<file path="src/rtl/row_unpack.sv">
// Row unpacker: accepts one packed row of ROWLEN words and streams it out one word per
// handshake, word 0 first. The active row and one pending row are both held so rows stream back-to-back.
module row_unpack #(
  parameter int unsigned WORDWIDTH = 32,
  parameter int unsigned NUM1      = 14,
  parameter int unsigned NUM2      = 5,
  localparam int unsigned ROWLEN   = NUM1 + 1 - NUM2,
  localparam int unsigned IDXW     = (ROWLEN > 1) ? $clog2(ROWLEN) : 1
) (
  input  logic                        clk,
  input  logic                        rst,
  input  logic [ROWLEN*WORDWIDTH-1:0] row_in,
  input  logic                        row_valid,
  output logic                        row_ready,
  output logic [WORDWIDTH-1:0]        word_out,
  output logic                        word_valid,
  input  logic                        word_ready,
  output logic [IDXW-1:0]             word_idx,
  output logic                        word_last,
  output logic                        busy
);

  typedef enum logic {IDLE = 1'b0, SEND = 1'b1} state_t;

  localparam logic [IDXW-1:0] LAST_IDX = IDXW'(ROWLEN - 1);

  state_t state, state_nxt;
  logic [ROWLEN-1:0][WORDWIDTH-1:0] row_words, active_q, pend_q;
  logic [IDXW-1:0] idx_q, idx_inc;
  logic pend_full_q;
  logic [WORDWIDTH-1:0] word_q;
  logic last_q;
  logic row_hs, word_hs, is_last;
  logic load_in, load_pend, advance, store_pend;

  assign row_words  = row_in;
  assign idx_inc    = idx_q + IDXW'(1);
  assign is_last    = (idx_q == LAST_IDX);
  assign row_ready  = !rst && ((state == IDLE) || !pend_full_q);
  assign word_valid = (state == SEND);
  assign row_hs     = row_valid && row_ready;
  assign word_hs    = word_valid && word_ready;
  assign word_out   = word_q;
  assign word_idx   = idx_q;
  assign word_last  = last_q;
  assign busy       = (state == SEND) || pend_full_q;

  // Next state and row/word movement decisions
  always_comb begin
    state_nxt  = state;
    load_in    = 1'b0;
    load_pend  = 1'b0;
    advance    = 1'b0;
    store_pend = 1'b0;
    case (state)
      IDLE: begin
        if (row_hs) begin
          load_in   = 1'b1;
          state_nxt = SEND;
        end
      end
      SEND: begin
        if (word_hs && is_last) begin
          if (pend_full_q)  load_pend = 1'b1;
          else if (row_hs)  load_in   = 1'b1;
          else              state_nxt = IDLE;
        end else if (word_hs) begin
          advance = 1'b1;
        end
        // Pending is never full here when row_hs is set, since row_ready drops
        if (row_hs && !load_in) store_pend = 1'b1;
      end
      default: state_nxt = IDLE;
    endcase
  end

  always_ff @(posedge clk) begin
    if (rst) begin
      state       <= IDLE;
      active_q    <= '0;
      pend_q      <= '0;
      pend_full_q <= 1'b0;
      idx_q       <= '0;
      word_q      <= '0;
      last_q      <= 1'b0;
    end else begin
      state <= state_nxt;
      if (load_in) begin
        active_q <= row_words;
        idx_q    <= '0;
        word_q   <= row_words[0];
        last_q   <= (ROWLEN == 1);
      end
      if (load_pend) begin
        active_q    <= pend_q;
        pend_full_q <= 1'b0;
        idx_q       <= '0;
        word_q      <= pend_q[0];
        last_q      <= (ROWLEN == 1);
      end
      if (advance) begin
        idx_q  <= idx_inc;
        word_q <= active_q[idx_inc];
        last_q <= (idx_inc == LAST_IDX);
      end
      if (store_pend) begin
        pend_q      <= row_words;
        pend_full_q <= 1'b1;
      end
      if (state == SEND && state_nxt == IDLE) last_q <= 1'b0;
    end
  end

endmodule
</file>
<file path="config.mk">
export PLATFORM = sky130hd
export DESIGN_NAME = row_unpack
export DESIGN_NICKNAME = d
export VERILOG_FILES = /design/src/rtl/row_unpack.sv
export SDC_FILE = /design/constraint.sdc
export NUM_CORES = 2
export LEC_CHECK = 0
export ABC_AREA = 1
export BUFFER_PORTS_ARGS = -buffer_cell sky130_fd_sc_hd__clkbuf_2
export CORE_MARGIN = 2
export CORE_UTILIZATION = 59
export CTS_CLUSTER_DIAMETER = 40
export CTS_CLUSTER_SIZE = 28
export DETAILED_ROUTE_END_ITERATION = 10
export PLACE_DENSITY = 0.91
export SLEW_MARGIN = 0
export SYNTH_ARGS = -nofsm -noshare
export SYNTH_HDL_FRONTEND = slang
export SYNTH_SLANG_ARGS = --single-unit
</file>
<file path="constraint.sdc">
create_clock -name clk -period 2.9 [get_ports clk]
set_input_delay 0.87 -clock clk [delete_from_list [all_inputs] [get_ports clk]]
set_output_delay 0.87 -clock clk [all_outputs]
set_load 0.02 [all_outputs]
</file>
==> out/qor.yml <==
status: "finished clean"
postSynthAreaPerCell_um2: 6.72
finalCritPeriodShare: 0.964
min_to: "pend_q[6]"
synth_fp_nets: 4888
synth_top_area_share: 0.443
start_util: 0.598
maxCapViolCount: 0
drtIter0Drc: 4528
holdWs_ns: 0.442
ff2ff_setup_slack_ns: 0.38
start_kind: "register"
regArea_um2: 13600
dr.pass1.iters: 8
setup_viol: 0
fin_tns_setup_ns: 0
worstSetupPathType: "reg2out"
cts_buffers: 94
gp_congestion: 0.957
clkTransAtPathRegs_ns: 0.05
fin_ws_ns: 0.103
r2r_cells: 11
pin_count: 364
most-common-layout-cells: "nand2_1, o21ai_0, dfxtp_1, a21oi_1, inv_1"
nets: 5058
endpoint_kind: "output port"
antenna_found_initial: 10
max_slew_margin: 0.511
core_um2: 51300
dieArea_um2: 53800
grtUsageTotal: 0.353
slew_viol_final: 0
clkLatencyLatePin_ns: 0.64
port_buffers: 363
postCtsHoldBufs: 0
n_fill_cell: 4098
rr_startpoint: "word_idx[1]"
yosysWarnings: 0
vdd_ir_drop_max_v: 0.000423
place_ws_ns: 0.217
utilization: 0.704
hp-class: "reg2reg"
drive_above_1_share: 0.129
grt_pass1_wl_um: 150000
cts_resized: 0
vias: 31340
synth_cell_types: 24
wl_um: 97700
place_area_um2: 32800
cts.sinks: 679
cp_max_fo: 62
finalClockSkew_ns: 0.0226
route.detailed.drc: 0
layout_commonest_cell: "nand2_1"
wl_per_cell_um: 17.8
cp.arrival_ns: 1.93
ant_nets: 0
synthCells: 4561
period_needed_ns: 2.80
p_leak_nw: 15.5
mappedNetlistArea_um2: 30700
powerDensity_nw_per_um2: 677
ys_seq_area_frac: 0.443
rsz0062_at_grt: "no"
worstMarginPinSlew_ns: 0.733
yosysTopAreaCell: "dfxtp_1"
max_clock_freq_mhz: 358
multi_input_area_um2: 13300
num_rows: 83
ys_ff_latch: 679
cts_buffer_depth: 3
crit_start: "word_idx[0]"
cp.required_ns: 2.03
postCtsSetupRepairBufs: 0
cts_tree: "done"
die_w_um: 232
hold_path_depth: 2
cts_root_buf: "clkbuf_16"
synthToLayoutAreaGrowth_pct: 17.8
final_area_um2: 36100
grt_max_degree: 189
timing.rr.end: "active_q[260]"
grt_pass1_vias: 28439
ys_top_cells_by_area: "dfxtp_1, o21ai_0, nand2_1"
final_hold_viol_count: 0
dp_hpwl_um: 65800
die_h_um: 232
grt-ovfl-total: 0
via_per_inst: 5.71
min_from: "pend_q[6]"
htree_levels: 3
==> layout make-up <==
cell class	count	share of cell area
antenna	2	0.000139
clock buffer	108	0.0697
clock inverter	63	0.0207
inverter	588	0.0615
multi-input combinational	2926	0.369
sequential	679	0.377
tap	680	0.0236
timing repair buffer	442	0.0786
==> routing by layer <==
metal | track usage | vias up | share of wire
li1 | - | 15033 | -
met1 | 0.459 | 14308 | 0.39
met2 | 0.547 | 1687 | 0.44
met3 | 0.0740 | 298 | 0.11
met4 | 0.197 | 14 | 0.054
met5 | 0 | - | 0.00095
==> through the flow <==
stage / total power [W] / instances
after floorplan: 0.0117 / 4561
after detailed placement: 0.0127 / 5315
after global placement: 0.0126 / 5315
after global routing: 0.0252 / 5488
final: 0.0244 / 5488
after CTS: 0.0244 / 5486
==> how the worst max path moves through the flow <==
stage,end,slack [ns],cells after the start
floorplan,word_out[24],0.36,13
global placement,active_q[297],0.34,10
detailed placement,active_q[303],0.22,10
CTS,word_idx[0],0.14,2
global route,word_idx[0],0.07,2
finish,word_idx[0],0.10,2
==> critical path: stages, from the launching register on <==
cell and delay [ns]:
dfxtp_4 0.38, buf_4 0.56, clkbuf_2 0.29
==> state kept, by name, indices dropped and copies added, names as in the netlist <==
signal / cells
active_q: 320
pend_q: 320
word_out: 32
word_idx: 4
pend_full_q: 1
word_last: 1
word_valid: 1
==> synthesized netlist by cell type <==
library cell and n:
buf_1 12, nand3b_1 1, nand2_1 1044, o21ai_0 833, a31oi_1 1, inv_2 2, clkinv_1 1, buf_4 1
nand3_2 1, o31ai_1 1, nor2_8 1, or2_2 1, buf_2 65, nor2_2 1, a21oi_1 677, inv_6 1
buf_6 10, nor2_1 68, dfxtp_1 679, ha_1 3, nand3_1 292, inv_1 584, clkbuf_1 280, nand4_1 2
==> kinds of logic after synthesis <==
family | after synthesis | synth area share
adder cells (fa/ha/maj) | 3 | 0.00122
buffers and inverters | 956 | 0.122
flip-flops | 679 | 0.443
AO/OA/AOI/OAI | 1512 | 0.247
AND/OR/NAND/NOR | 1411 | 0.186
==> power breakdown <==
part / internal, W / switching [W] / leakage, nW
sequential: 0.00982 / 0.000171 / 5.54
combinational: 0.000865 / 0.00176 / 8.33
clock: 0.00713 / 0.00470 / 1.59
Note: power is estimated with default switching activity, not from simulation.
